## config.mk

```make
export PLATFORM = sky130hd
export DESIGN_NAME = class_ctrl_flat
export DESIGN_NICKNAME = d
export VERILOG_FILES = /design/src/rtl/class_ctrl_if.sv /design/src/rtl/class_ctrl.sv /design/src/flat_wrapper.sv
export SDC_FILE = /design/constraint.sdc
export NUM_CORES = 1
export LEC_CHECK = 0
export BUFFER_PORTS_ARGS = -buffer_cell sky130_fd_sc_hd__buf_2
export CAP_MARGIN = 25
export CORE_ASPECT_RATIO = 1.75
export CORE_MARGIN = 2
export CORE_UTILIZATION = 42
export CTS_BUF_LIST = sky130_fd_sc_hd__clkbuf_16
export DETAILED_ROUTE_END_ITERATION = 10
export PLACE_DENSITY = 0.6
export REMOVE_ABC_BUFFERS = 1
export SLEW_MARGIN = 10
export SYNTH_ARGS = -nofsm -noshare
export SYNTH_HDL_FRONTEND = slang
export SYNTH_SLANG_ARGS = --single-unit
```

## constraint.sdc

```tcl
create_clock -name clk -period 3.03 [get_ports clk]
set_clock_uncertainty 0.1 [all_clocks]
set_input_delay 0.4545 -clock clk [delete_from_list [all_inputs] [get_ports clk]]
set_output_delay 0.4545 -clock clk [all_outputs]
set_load 0.02 [all_outputs]
```

## src/rtl/class_ctrl_if.sv

```systemverilog
// Classifier-controller signal bundle: key input, classifier handshake and display outputs.
// slave = controller side, master = environment (key/classifier) side.
interface class_ctrl_if;
    logic       key_state;
    logic       cls_done;
    logic [3:0] cls_result;
    logic       cls_start;
    logic [3:0] img_idx;
    logic [3:0] result;
    logic       result_valid;
    logic [3:0] led;
    logic       busy;

    modport master (
        output key_state, cls_done, cls_result,
        input  cls_start, img_idx, result, result_valid, led, busy
    );

    modport slave (
        input  key_state, cls_done, cls_result,
        output cls_start, img_idx, result, result_valid, led, busy
    );
endinterface

```

## src/rtl/class_ctrl.sv

```systemverilog
// Key-driven inference sequencer: starts the classifier per key press, waits with timeout,
// shows the label on the leds or blinks an error pattern.
module class_ctrl #(
    parameter int NUM_IMG     = 10,
    parameter int TIMEOUT_CYC = 50_000_000,
    parameter int BLINK_HALF  = 12_500_000
) (
    input  logic         clk,
    input  logic         rst_n,
    class_ctrl_if.slave  bus
);
    localparam int TW = (TIMEOUT_CYC > 1) ? $clog2(TIMEOUT_CYC) : 1;
    localparam int BW = (BLINK_HALF  > 1) ? $clog2(BLINK_HALF)  : 1;
    localparam logic [TW-1:0] TMO_LAST   = TW'(TIMEOUT_CYC - 1);
    localparam logic [BW-1:0] BLINK_LAST = BW'(BLINK_HALF - 1);
    localparam logic [3:0]    IMG_LAST   = 4'(NUM_IMG - 1);

    typedef enum logic [2:0] {IDLE, START, WAIT, SHOW, ERR} state_t;

    state_t        state_q;
    logic          key_q;
    logic [TW-1:0] tmo_q;
    logic [BW-1:0] blink_q;
    logic [3:0]    img_q, img_d;
    logic [3:0]    res_q;
    logic          rv_q;
    logic [3:0]    led_q;
    logic          start_q;
    logic          busy_q;
    logic          press_evt;

    assign press_evt = bus.key_state ^ key_q;
    assign img_d     = (img_q == IMG_LAST) ? 4'd0 : img_q + 4'd1;

    always_ff @(posedge clk or negedge rst_n) begin
        if (!rst_n) begin
            state_q <= IDLE;
            key_q   <= 1'b0;
            tmo_q   <= '0;
            blink_q <= '0;
            img_q   <= 4'd0;
            res_q   <= 4'd0;
            rv_q    <= 1'b0;
            led_q   <= 4'd0;
            start_q <= 1'b0;
            busy_q  <= 1'b0;
        end else begin
            key_q <= bus.key_state;
            case (state_q)
                IDLE: begin
                    if (press_evt) begin
                        state_q <= START;
                        start_q <= 1'b1;
                        busy_q  <= 1'b1;
                    end
                end
                START: begin
                    state_q <= WAIT;
                    start_q <= 1'b0;
                    tmo_q   <= '0;
                end
                WAIT: begin
                    // done is checked first so it wins a tie with the timeout
                    if (bus.cls_done) begin
                        state_q <= SHOW;
                        res_q   <= bus.cls_result;
                        rv_q    <= 1'b1;
                        led_q   <= bus.cls_result;
                        busy_q  <= 1'b0;
                    end else if (tmo_q == TMO_LAST) begin
                        state_q <= ERR;
                        rv_q    <= 1'b0;
                        led_q   <= 4'hF;
                        blink_q <= '0;
                        busy_q  <= 1'b0;
                    end else begin
                        tmo_q <= tmo_q + 1'b1;
                    end
                end
                SHOW: begin
                    if (press_evt) begin
                        state_q <= START;
                        img_q   <= img_d;
                        rv_q    <= 1'b0;
                        led_q   <= 4'd0;
                        start_q <= 1'b1;
                        busy_q  <= 1'b1;
                    end
                end
                ERR: begin
                    // img_q is left alone so the failed image is retried
                    if (press_evt) begin
                        state_q <= IDLE;
                        led_q   <= 4'd0;
                        blink_q <= '0;
                    end else if (blink_q == BLINK_LAST) begin
                        blink_q <= '0;
                        led_q   <= ~led_q;
                    end else begin
                        blink_q <= blink_q + 1'b1;
                    end
                end
                default: begin
                    state_q <= IDLE;
                    rv_q    <= 1'b0;
                    led_q   <= 4'd0;
                    start_q <= 1'b0;
                    busy_q  <= 1'b0;
                    tmo_q   <= '0;
                    blink_q <= '0;
                end
            endcase
        end
    end

    assign bus.cls_start    = start_q;
    assign bus.img_idx      = img_q;
    assign bus.result       = res_q;
    assign bus.result_valid = rv_q;
    assign bus.led          = led_q;
    assign bus.busy         = busy_q;
endmodule

```

## src/flat_wrapper.sv

```systemverilog
// flat-port wrapper written by rule: the top's interface ports become plain ports
module class_ctrl_flat 
#(
    parameter int NUM_IMG     = 10,
    parameter int TIMEOUT_CYC = 50_000_000,
    parameter int BLINK_HALF  = 12_500_000
)
  (clk, rst_n, bus_key_state, bus_cls_done, bus_cls_result, bus_cls_start, bus_img_idx, bus_result, bus_result_valid, bus_led, bus_busy);
  class_ctrl_if bus_i ();
  input  logic clk;
  input  logic rst_n;
  input wire logic [$bits(bus_i.key_state)-1:0] bus_key_state;
  input wire logic [$bits(bus_i.cls_done)-1:0] bus_cls_done;
  input wire logic [$bits(bus_i.cls_result)-1:0] bus_cls_result;
  output wire logic [$bits(bus_i.cls_start)-1:0] bus_cls_start;
  output wire logic [$bits(bus_i.img_idx)-1:0] bus_img_idx;
  output wire logic [$bits(bus_i.result)-1:0] bus_result;
  output wire logic [$bits(bus_i.result_valid)-1:0] bus_result_valid;
  output wire logic [$bits(bus_i.led)-1:0] bus_led;
  output wire logic [$bits(bus_i.busy)-1:0] bus_busy;
  assign bus_i.key_state = bus_key_state;
  assign bus_i.cls_done = bus_cls_done;
  assign bus_i.cls_result = bus_cls_result;
  assign bus_cls_start = bus_i.cls_start;
  assign bus_img_idx = bus_i.img_idx;
  assign bus_result = bus_i.result;
  assign bus_result_valid = bus_i.result_valid;
  assign bus_led = bus_i.led;
  assign bus_busy = bus_i.busy;
  class_ctrl #(.NUM_IMG(NUM_IMG), .TIMEOUT_CYC(TIMEOUT_CYC), .BLINK_HALF(BLINK_HALF)) u_core (.clk(clk), .rst_n(rst_n), .bus(bus_i));
endmodule
```

* Yosys cells after proc, flatten, opt, wreduce, memory -nomap -nowiden
Index checks and enable logic that the tools add are counted.
** Word-level totals
- Register bits :: 69
- Word-level logic and storage cells :: 81
- Output and inout port bits :: 15
** Operators by class
- Equality and inequality tests :: 15
- $add $sub $neg :: 3
- Bitwise operators :: 8
- Mux-type cells :: 28
- Reductions and logical operators :: 17
** Operators with widths (number)
- two-way mux 24 bit :: 4
- one-hot mux 24 bit (3 select lines) :: 1
- two-way mux 26 bit :: 2
- one-hot mux 26 bit (2 select lines) :: 1
- adder 26 x 1 -> 26 bit (second input constant) :: 1
- == test 26 bit (second input constant) :: 1
- adder 24 x 1 -> 24 bit (second input constant) :: 1
- == test 24 bit (second input constant) :: 1
- two-way mux 4 bit :: 6
- one-hot mux 4 bit (4 select lines) :: 1
- AND reduction 3 bit :: 5
- two-way mux 3 bit :: 4
- one-hot mux 3 bit (4 select lines) :: 1
- OR reduction 3 bit :: 3
- != test 2 x 1 -> 1 bit (second input constant) :: 4
- OR reduction 2 bit :: 4
- == test 3 x 2 -> 1 bit (second input constant) :: 2
- inverter 1 bit :: 6
- one-hot mux 1 bit (3 select lines) :: 2
- AND reduction 2 bit :: 3
- two-way mux 1 bit :: 5
- adder 4 x 1 -> 4 bit (second input constant) :: 1
- == test 4 bit (second input constant) :: 1
- != test 2 bit (second input constant) :: 2
- 9 further kinds :: 9

* Logic depth before layout (Yosys ltp)
Gate-level depths: netlist (run 1).
- Depth in word-level cells :: 4
- Mapped depth :: 7
- Depth with buffers taken out :: 6

* Worst setup path after synthesis (run 1)
Ideal clock, no wire load.
- Path kind :: register -> register
- From :: reg u_core.tmo_q[18]
- To :: reg u_core.led_q[0] (netlist: u_core.bus.led[0])
- Slack :: 1076 ps
- Path buffers :: 1
- Clock period less this slack :: 1954 ps
- Data arrival time :: 1728 ps
- Cell stages (with the launch flop) :: 7
- Cells stage by stage :: dfrtp_1 buf_6 nor4b_4 nand4_2 o211a_1 or2_4 o32a_1
** Between the ends
- Cells in the longest elaborated chain, start to end :: 3
** Ends and longest elaborated chain
- from (decl) :: RTL line class_ctrl.sv:22 : logic [TW-1:0] tmo_q;
- from (signal assigned) :: RTL line class_ctrl.sv:77 : tmo_q <= tmo_q + 1'b1;
- == test 26 bit :: RTL line class_ctrl.sv:70 : end else if (tmo_q == TMO_LAST) begin
- != test 3 x 2 -> 1 bit (no source line)
- AND reduction 4 bit (no source line)
- to (signal assigned) :: RTL line class_ctrl.sv:68 : led_q <= bus.cls_result;
- to (signal assigned) :: RTL line class_ctrl.sv:98 : led_q <= ~led_q;
- to (decl) :: RTL line class_ctrl.sv:27 : logic [3:0] led_q;
Every way passes these cells.
A chain may end at the register's enable or synchronous reset.

* Worst setup path after layout (run 1)
- From :: reg u_core.tmo_q[0]
- To :: reg u_core.blink_q[4]
** Between the ends
- Cells in the longest elaborated chain, start to end :: 3
** Ends and longest elaborated chain
- == test 26 bit :: RTL line class_ctrl.sv:70
- != test 2 x 1 -> 1 bit (no source line)
- AND reduction 3 bit (no source line)
- to (signal assigned) :: RTL line class_ctrl.sv:100 : blink_q <= blink_q + 1'b1;
- to (decl) :: RTL line class_ctrl.sv:23 : logic [BW-1:0] blink_q;
Every way passes these cells.

==> results of run 1 <==
[logic make-up (layout without fill, tap and decap cells)]
kind of cell / Yosys count / in the layout
AND/OR/NAND/NOR: 175 / 175
XOR/XNOR: 22 / 22
flip-flops: 69 / 69
multiplexers: 4 / 4
adder cells (fa/ha/maj): 2 / 2
buffers and inverters: 36 / 58
AO/OA/AOI/OAI: 105 / 105
[worst register-to-register path, cell delays in order (launching register included)]
cell     delay, ps
dfrtp_1        410
ha_1           250
and3_1         230
and4_2         250
a41oi_2        650
o21ai_0        210
o31ai_1        100
[flip-flops by register name, indices dropped and copies added, names as in the netlist]
register	flops
u_core.tmo_q	26
u_core.blink_q	24
u_core.bus.img_idx	4
u_core.bus.led	4
u_core.bus.result	4
u_core.state_q	3
u_core.bus.busy	1
u_core.bus.cls_start	1
u_core.bus.result_valid	1
u_core.key_q	1
[cell type report]
| type | instances | area, um^2 |
|---|---|---|
| clock inverter | 7 | 90.1 |
| tap | 120 | 150 |
| sequential | 69 | 1730 |
| inverter | 17 | 63.8 |
| timing repair buffer | 25 | 145 |
| clock buffer | 9 | 225 |
| multi-input combinational | 308 | 1930 |
| fill | 882 | 4650 |
[per-stage QoR]
step | utilization, % | cell area (um^2)
global placement | 44.7 | 4020
finish | 48.2 | 4330
floorplan | - | 3720
CTS | 48.2 | 4330
global route | 48.2 | 4330
detailed placement | 44.7 | 4020
[routing by layer]
layer	wire length (um)	GRT usage [%]	up-vias
li1	-	-	1565
met1	3680	20.8	1594
met2	4980	36.0	57
met3	260	3.39	15
met4	239	10.9	0
met5	0	0	-
[where the power goes]
| group | switching, uW | internal (uW) |
|---|---|---|
| sequential | 140 | 1050 |
| combinational | 469 | 287 |
| clock | 406 | 715 |
[cells in the mapped netlist (9+ instances only)]
| library cell | instances |
|---|---|
| nand3_1 | 22 |
| nand2_1 | 32 |
| and4_1 | 10 |
| nand4_1 | 13 |
| a31oi_1 | 11 |
| or3_1 | 10 |
| nor4_1 | 9 |
| nor2_1 | 38 |
| xnor2_1 | 14 |
| inv_1 | 17 |
| dfrtp_1 | 69 |
| a21oi_1 | 32 |
| o21ai_0 | 23 |
[worst paths after layout]
path / slack, ps / from / endpoint / cells past startpoint
hold / removal: 20 / rst_n / u_core.tmo_q[9]$_DFFE_PN0P_ / 1
setup / recovery: 730 / u_core.tmo_q[0]$_DFFE_PN0P_ / u_core.blink_q[4]$_DFFE_PN0P_ / 6
max in group asynchronous: 2140 / rst_n / u_core.key_q$_DFF_PN0_ / 2
hold reg to reg: 400 / u_core.blink_q[21]$_DFFE_PN0P_ / u_core.blink_q[21]$_DFFE_PN0P_ / 1
min in group clk: 190 / bus_key_state / u_core.key_q$_DFF_PN0_ / 1
setup reg to reg: 730 / u_core.tmo_q[0]$_DFFE_PN0P_ / u_core.blink_q[4]$_DFFE_PN0P_ / 6
==> results by group, run 1 <==
Status
  – Status: finished, final reports clean

Timing
  – Setup TNS: 0 ps
  – Worst slew pin tran: ~950 ps
  – Hold Fails Final Rpt: 0
  – RSZ-0062 raised after global routing: false
  – Final setup vio count: 0
  – Fin worst setup slack: 735 ps
  – Fin crit share: 75.7%
  – Minimum hold slack: about 23 ps
  – Slew margin rel.: a little under two fifths
  – Max Clock Freq: 436 MHz
  – Min Tclk post-route: 2300 ps
  – Final Max Tran Viols: 0

Clocking
  – Reg clk slew, reported paths: 60 ps
  – CTS Buf Count: 9
  – Worst-case clock buffer depth: 2
  – CTS sink cnt: 69
  – Post-CTS Setup Inserts: 0
  – Clock root buffer master: clkbuf_16
  – Resized cells post-CTS: 0
  – H-tree depth: 3
  – CTS tree: yes
  – Clk_lat worst skew: 340 ps
  – Hold_buf cts: 0

Logic synthesis
  – YS warnings: 0
  – Post-synthesis simple-gate area fraction: ~26%
  – Sequential fraction of the synthesis area: 45.2%
  – Synth Area in Adders: 0.655%
  – Complex-gate fraction of the synthesized area: 17.8%
  – Synth unique cells: 57
  – Ys async rst share: 100%
  – Multiplexer share of the synthesized area: 1.18%
  – Yosys reg bits: 69
  – Dominant cells by area after synthesis: dfrtp_1 45%, a21oi_1 4.2%, nor2_1 3.7%
  – Synth Cell Area: 0.00382 mm^2
  – Avg Inst Size Synth: 9.25 um^2
  – Mapped Cells: 413
  – Area leader, netlist: dfrtp_1
  – Largest family of logic cells by synthesized area: simple AND/OR/NAND/NOR gates
  – EDFF count, synth: 0
  – Ys flop type: dfrtp_1
  – XOR/XNOR Fraction of Synth Area: 5.24%
  – Top cell type's share of synthesized area: 45.2%

Critical path
  – Crit-path leading delay family: compound AO/OA/AOI/OAI gates
  – CP required: 3170 ps
  – Cell Chain, Critical Path: ha_1, and3_1, and4_2, a41oi_2, o21ai_0, o31ai_1
  – Worst Setup Path Type: flip-flop to flip-flop
  – Crit end category: flip-flop
  – Worst EP arrival: 2440 ps
  – CP startpoint kind: flip-flop
  – Critical path fanouts, max: 14
  – Crit path buf inv count: 0
  – Crit-path max cell delay: 650 ps
  – Critical-path top delay cell: a41oi_2

Route
  – Drt pass-1 iters: 4
  – DRC viols: 0
  – Via Count: 3231
  – Via density: ~5.8
  – WL/cell: between 15 and 20 um
  – First DRT Iteration DRCs: 123
  – Antenna Nets Post-Route: 0
  – Final WL: 9150 um

GRT
  – Largest net degree at the start of global routing: 47
  – Vias in the first global route: 3146
  – First-pass GRT wire length: ~15000 um
  – Initial antenna violation count: 0
  – Gr usage total: between 10% and 20%
  – Total grt overflow: 0

Floorplanning
  – Ports: 23
  – Die Area: between 0.009 and 0.01 mm^2
  – Initial Util: 42.5%
  – Core ar.: about 0.009 mm^2
  – Die Wd: between 70 and 80 um
  – Die height: 130 um
  – Row count: 46

Layout
  – Most common cell after layout, fill and taps aside: dfrtp_1
  – Area grow syn2layout: 13.4%
  – Layout cells sized above 1: 13.8%
  – Most frequent cells in the layout: 69 x dfrtp_1, 38 x nor2_1, 32 x nand2_1, 32 x a21oi_1, 23 x o21ai_0
  – Final-stage net count: 440
  – Antenna cells: 0
  – Non-Filler Instances: 555

Placed design
  – Post-Place Cells: 539
  – DP HPWL: 6370 um
  – Buffers added on ports: 22
  – GPL Wtd Cong: about 0.8
  – Worst slack at placement: roughly 760 ps

Pwr
  – Power per Cell Area: between 700 and 800 mW/mm^2
  – Cell leakage power: ~0.0018 uW
  – Design Power: 3070 uW
  – Maximum VDD drop: roughly 490 uV

Min path
  – HP Class: input pin to asynchronous set/reset pin

Job
  – Max Cap Viol: 0
(Power assumes the default switching activity.)
==> run 2, diff against run 1 <==
Clock period 3.03 ns to 2.3 ns, I/O delays scaled along.
==> run 2 against run 1 <==
Die area unchanged. Utilization is 1.4 points higher. Sequential share of layout area fell by 1.1 points. Critical path type unchanged. Critical path depth unchanged. Via count up 0.84%. Fmax increased by 8.1%. Sequential power rose by 30%. Highest routed layer unchanged. Combinational power rose by 39%. Clock-buffer cell count did not move. Register-to-register slack worse by 560 ps. Worst setup slack worse by 560 ps. Cell area rose by 2.9%.
==> results by group, run 2 (same netlist as run 1, synthesis figures left out) <==
Status
  – Status: finished, final reports clean

GRT
  – Largest net degree at the start of global routing: 70
  – First-pass GRT wire length: 15400 um
  – Total grt overflow: 0
  – Initial antenna violation count: 0
  – Vias in the first global route: around 3100
  – Gr usage total: around 20%

Critical path
  – Worst Setup Path Type: flip-flop to flip-flop
  – Critical-path top delay cell: dfrtp_1
  – Crit-path max cell delay: 410 ps
  – CP required: 2450 ps
  – Cell Chain, Critical Path: ha_1, and4_1, a31o_2, buf_4, or3_1, o21ai_0
  – Critical path fanouts, max: 12
  – Crit-path leading delay family: simple AND/OR/NAND/NOR gates
  – CP startpoint kind: flip-flop
  – Crit path buf inv count: 1
  – Crit end category: flip-flop
  – Worst EP arrival: 2270 ps

Floorplanning
  – Ports: 23
  – Initial Util: a little over two fifths
  – Die height: 130 um
  – Core ar.: 0.00898 mm^2
  – Die Area: 0.00990 mm^2
  – Row count: 46
  – Die Wd: 76.1 um

Placed design
  – Buffers added on ports: 22
  – DP HPWL: 6510 um
  – GPL Wtd Cong: 0.809
  – Post-Place Cell Area: 0.00412 mm^2

Layout
  – Most frequent cells in the layout: 69 x dfrtp_1, 38 x nor2_1, 32 x nand2_1, 32 x a21oi_1, 23 x o21ai_0
  – Largest register FFs: 26
  – Most common cell after layout, fill and taps aside: dfrtp_1
  – Util after Layout: 49.6%
  – Biggest register: u_core.tmo_q
  – Finished Cell Area: 0.00446 mm^2
  – Biggest regs: u_core.tmo_q x26, u_core.blink_q x24
  – Layout cells sized above 1: 16.6%
  – Reg area: 0.00173 mm^2
  – Multi-input gate area: just under 0.002 mm^2
  – Area grow syn2layout: 16.6%
  – Antenna cells: 0
  – Final-stage net count: 456
  – Layout fillers: 880

Route
  – Antenna Nets Post-Route: 0
  – Final WL: 9220 um
  – Via density: 5.71
  – Via Count: 3258
  – Drt pass-1 iters: 4
  – First DRT Iteration DRCs: 174
  – DRC viols: 0
  – WL/cell: 16.1 um

Timing
  – Hold Fails Final Rpt: 0
  – Final Max Tran Viols: 0
  – Final setup vio count: 0
  – Slew margin rel.: 69.3%
  – Fin crit share: 92.4%
  – Setup TNS: 0 ps
  – Max Clock Freq: roughly 470 MHz
  – Min Tclk post-route: between 2000 and 2500 ps
  – Minimum hold slack: 75.8 ps
  – RSZ-0062 raised after global routing: false
  – Worst slew pin tran: 456 ps

Pwr
  – Flop pwr share: 38.1%
  – Maximum VDD drop: 621 uV
  – P_int: between 2000 and 3000 uW
  – Cell leakage power: 0.00187 uW
  – Switching share of total power: 32.7%
  – P_sw: approximately 1300 uW
  – Comb power frac: approximately 26%
  – Design Power: between 4000 and 5000 uW
  – Clock Power Share: 36.2%
  – Power per Cell Area: slightly above 900 mW/mm^2

Clocking
  – Worst-case clock buffer depth: 2
  – Clk_lat worst skew: ~340 ps
  – CTS tree: yes
  – CTS sink cnt: 69
  – CTS Buf Count: 9
  – H-tree depth: 3
  – Reg clk slew, reported paths: around 60 ps
  – Clock root buffer master: clkbuf_16

Job
  – Max Cap Viol: 0

Min path
  – HP Class: input pin to flip-flop
[run 2: layout make-up]
| cell class | count | area share [%] |
|---|---|---|
| Inverter | 17 | 1.43 |
| Sequential cell | 69 | 38.8 |
| Timing Repair Buffer | 41 | 6.01 |
| Clock buffer | 9 | 5.05 |
| Clock inverter | 7 | 2.05 |
| Tap cell | 120 | 3.37 |
| Multi-Input combinational cell | 308 | 43.3 |
[run 2: through the flow]
| stage | cells | worst slack (ps) |
|---|---|---|
| 2_1_floorplan | 394 | 110 |
| 3_3_place_gp | 553 | 221 |
| 3_5_place_dp | 553 | 189 |
| 4_1_cts | 570 | 162 |
| 5_1_grt | 571 | 49.1 |
| 6_report | 571 | 176 |
[run 2: final timing paths]
kind,start,to,slack [ps],depth (start not counted)
setup / recovery,u_core.blink_q[0]$_DFFE_PN0P_,u_core.blink_q[13]$_DFFE_PN0P_,180,6
hold / removal,bus_key_state,u_core.key_q$_DFF_PN0_,80,1
setup reg to reg,u_core.blink_q[0]$_DFFE_PN0P_,u_core.blink_q[13]$_DFFE_PN0P_,180,6
hold reg to reg,u_core.blink_q[21]$_DFFE_PN0P_,u_core.blink_q[21]$_DFFE_PN0P_,390,1
max in group asynchronous,rst_n,u_core.tmo_q[15]$_DFFE_PN0P_,1340,3
min in group asynchronous,rst_n,u_core.tmo_q[11]$_DFFE_PN0P_,460,3
[run 2: power by group through the flow]
stage | sequential (uW) | clock [uW] | combinational, uW
6_report | 1550 | 1470 | 1050
5_1_grt | 1590 | 1550 | 1150
4_1_cts | 1560 | 1500 | 1050
3_5_place_dp | 1580 | 0 | 1050
3_3_place_gp | 1570 | 0 | 1040
2_1_floorplan | 1720 | 0 | 504
[run 2: metal layers]
layer	up-vias	wire length, um	global-route usage [%]
li1	1594	-	-
met1	1590	3780	22.8
met2	56	4960	35.3
met5	-	0	0
met4	0	249	9.41
met3	18	224	3.32
[run 2: what timing repair did]
item / CTS / global route
resized for setup: 0 / 0
buffers inserted: 0 / 1
hold buffers: 1 / 0
endpoints found under the setup margin: 0 / 3
endpoints found under the hold margin: 69 / 0
==> run 3, diff against run 2 <==
Settings changed: BUFFER_PORTS_ARGS -buffer_cell sky130_fd_sc_hd__buf_2 to default, DONT_BUFFER_PORTS from default to 1, PLACE_DENSITY 0.6 to 0.57.
==> run 3 against run 2 <==
Clock power about the same. Largest cell class unchanged. Non-clock buffer count down 20. Largest power group unchanged. Utilization down 0.85 points. Global-route usage down 0.087 points. Combinational power down 29%. Fmax up 1.4%. Sequential power up 14%. Final cell count down 3.5%.
==> results by group, run 3 (same netlist as run 1, synthesis figures left out) <==
Clocking
  – Hold_buf cts: 3
  – Resized cells post-CTS: 0
  – CTS tree: yes
  – Clock root buffer master: clkbuf_16
  – H-tree depth: 3
  – Worst-case clock buffer depth: 2
  – Clk_lat worst skew: 340 ps
  – CTS Buf Count: 9
  – Reg clk slew, reported paths: 60 ps
  – Post-CTS Setup Inserts: 0
  – CTS sink cnt: 69

Min path
  – Worst hold start: bus_cls_result[0]
  – Endpoint, Worst Hold: u_core.bus.result[0]$_DFFE_PN0P_
  – HP Class: input pin to flip-flop
  – Hold Crit Depth: 1

Critical path
  – Worst Setup Path Type: flip-flop to flip-flop
  – R2R cell count: 5
  – R2R Path End: u_core.blink_q[17]$_DFFE_PN0P_
  – Critical-path top delay cell: or4_1
  – Critical path fanouts, max: 13
  – Crit-path max cell delay: 520 ps
  – Crit path from: u_core.blink_q[0]$_DFFE_PN0P_
  – Worst EP arrival: 2270 ps
  – Cell Chain, Critical Path: ha_1, and4_1, a31o_2, or4_1, nand3_1
  – Crit end category: flip-flop
  – Worst reg2reg startpoint: u_core.blink_q[0]$_DFFE_PN0P_
  – Worst R2R Setup Slack: 210 ps
  – CP required: between 2000 and 2500 ps
  – CP startpoint kind: flip-flop

Layout
  – Biggest register: u_core.tmo_q
  – Final-stage net count: 436
  – Most frequent cells in the layout: 69 x dfrtp_1, 38 x nor2_1, 32 x nand2_1, 32 x a21oi_1, 23 x o21ai_0
  – Area grow syn2layout: 14.6%
  – Layout fillers: 894
  – Most common cell after layout, fill and taps aside: dfrtp_1
  – Biggest regs: u_core.tmo_q x26, u_core.blink_q x24
  – Antenna cells: 0
  – Non-Filler Instances: 551
  – Largest register FFs: 26
  – Layout cells sized above 1: 12.8%

Timing
  – Fin crit share: 91.0%
  – Max Clock Freq: 478 MHz
  – Worst slew pin tran: 470 ps
  – Min Tclk post-route: 2090 ps
  – Hold Fails Final Rpt: 0
  – Final Max Tran Viols: 0
  – RSZ-0062 raised after global routing: false
  – Slew margin rel.: 68.4%
  – Final setup vio count: 0
  – Setup TNS: 0 ps

Route
  – First DRT Iteration DRCs: 102
  – Drt pass-1 iters: 4
  – WL/cell: 16.5 um
  – DRC viols: 0
  – Antenna Nets Post-Route: 0
  – Final WL: 9060 um
  – Via density: 5.76
  – Via Count: 3176

Placed design
  – Buffers added on ports: 0
  – Post-Place Cells: 532
  – GPL Wtd Cong: 0.845
  – DP HPWL: 6460 um

Pwr
  – Power per Cell Area: 912 mW/mm^2
  – Cell leakage power: 0.00180 uW
  – Design Power: approximately 4000 uW
  – Maximum VDD drop: 580 uV

GRT
  – Gr usage total: 19.5%
  – Total grt overflow: 0
  – Vias in the first global route: 3209
  – Largest net degree at the start of global routing: 70
  – First-pass GRT wire length: roughly 15000 um
  – Initial antenna violation count: 0

Floorplanning
  – Die Area: 0.00990 mm^2
  – Ports: 23
  – Die height: 130 um
  – Core ar.: 0.00898 mm^2
  – Row count: 46
  – Die Wd: 76.1 um
  – Initial Util: 42.5%

Job
  – Max Cap Viol: 0

Status
  – Status: finished, final reports clean
-- run 3: cell count changes in the layout (fill, tap and decap cells not counted) --
| cell | delta |
|---|---|
| buf_16 | +1 |
| clkinv_4 | +4 |
| buf_2 | -22 |
| inv_1 | -1 |
| buf_12 | -1 |
| clkinvlp_4 | -3 |
| buf_4 | +1 |
| dlygate4sd3_1 | +1 |
-- run 3: layout make-up --
cell class                      count  area (um^2)  share of cell area (%)
Timing Repair Buffer               21          183                    4.17
Inverter                           17         63.8                    1.46
Multi-Input combinational cell    308         1930                    44.1
Sequential cell                    69         1730                    39.4
Clock inverter                      7          100                    2.29
Tap cell                          120          150                    3.43
Clock buffer                        9          225                    5.14
-- run 3: worst max-delay path, delay by kind of cell, from the launching register on --
| kind | cells | cell delay (ps) |
|---|---|---|
| and+or+nand+nor | 3 | 920 |
| adders and majority gates | 1 | 260 |
| DFF | 1 | 420 |
| AOI/OAI and AO/OA | 1 | 330 |
-- run 3: through the flow --
| stage | hold slack [ps] | utilization, % | instance area, um^2 | setup WS, ps |
|---|---|---|---|---|
| 2_1_floorplan | -50.6 | - | 3720 | 110 |
| 3_3_place_gp | -46.4 | 44.6 | 4010 | 247 |
| 3_5_place_dp | -46.2 | 44.6 | 4010 | 212 |
| 4_1_cts | 47.4 | 48.8 | 4380 | 187 |
| 5_1_grt | 48.1 | 48.8 | 4380 | 10.5 |
| 6_report | 54.9 | 48.8 | 4380 | 206 |
-- run 3: worst max path at each step --
stage | end | cells after the start
detailed placement | u_core.blink_q[17]$_DFFE_PN0P_ | 5
floorplan | u_core.blink_q[21]$_DFFE_PN0P_ | 5
CTS | u_core.blink_q[17]$_DFFE_PN0P_ | 5
finish | u_core.blink_q[17]$_DFFE_PN0P_ | 5
global placement | u_core.blink_q[17]$_DFFE_PN0P_ | 5
global route | u_core.bus.led[2]$_DFFE_PN0P_ | 6
-- run 3: metal layers --
layer | vias up | part of all wire, % | global-route usage, % | routed length [um]
met1 | 1549 | 39 | 20.9 | 3540
met2 | 55 | 54 | 36.1 | 4920
li1 | 1551 | - | - | -
met5 | - | 0 | 0 | 0
met3 | 21 | 3.5 | 3.94 | 313
met4 | 0 | 3.2 | 10.8 | 287
-- run 3: report_power, final --
group	total [uW]	internal (uW)	switching, uW
combinational	742	326	416
sequential	1760	1380	371
clock	1490	954	540
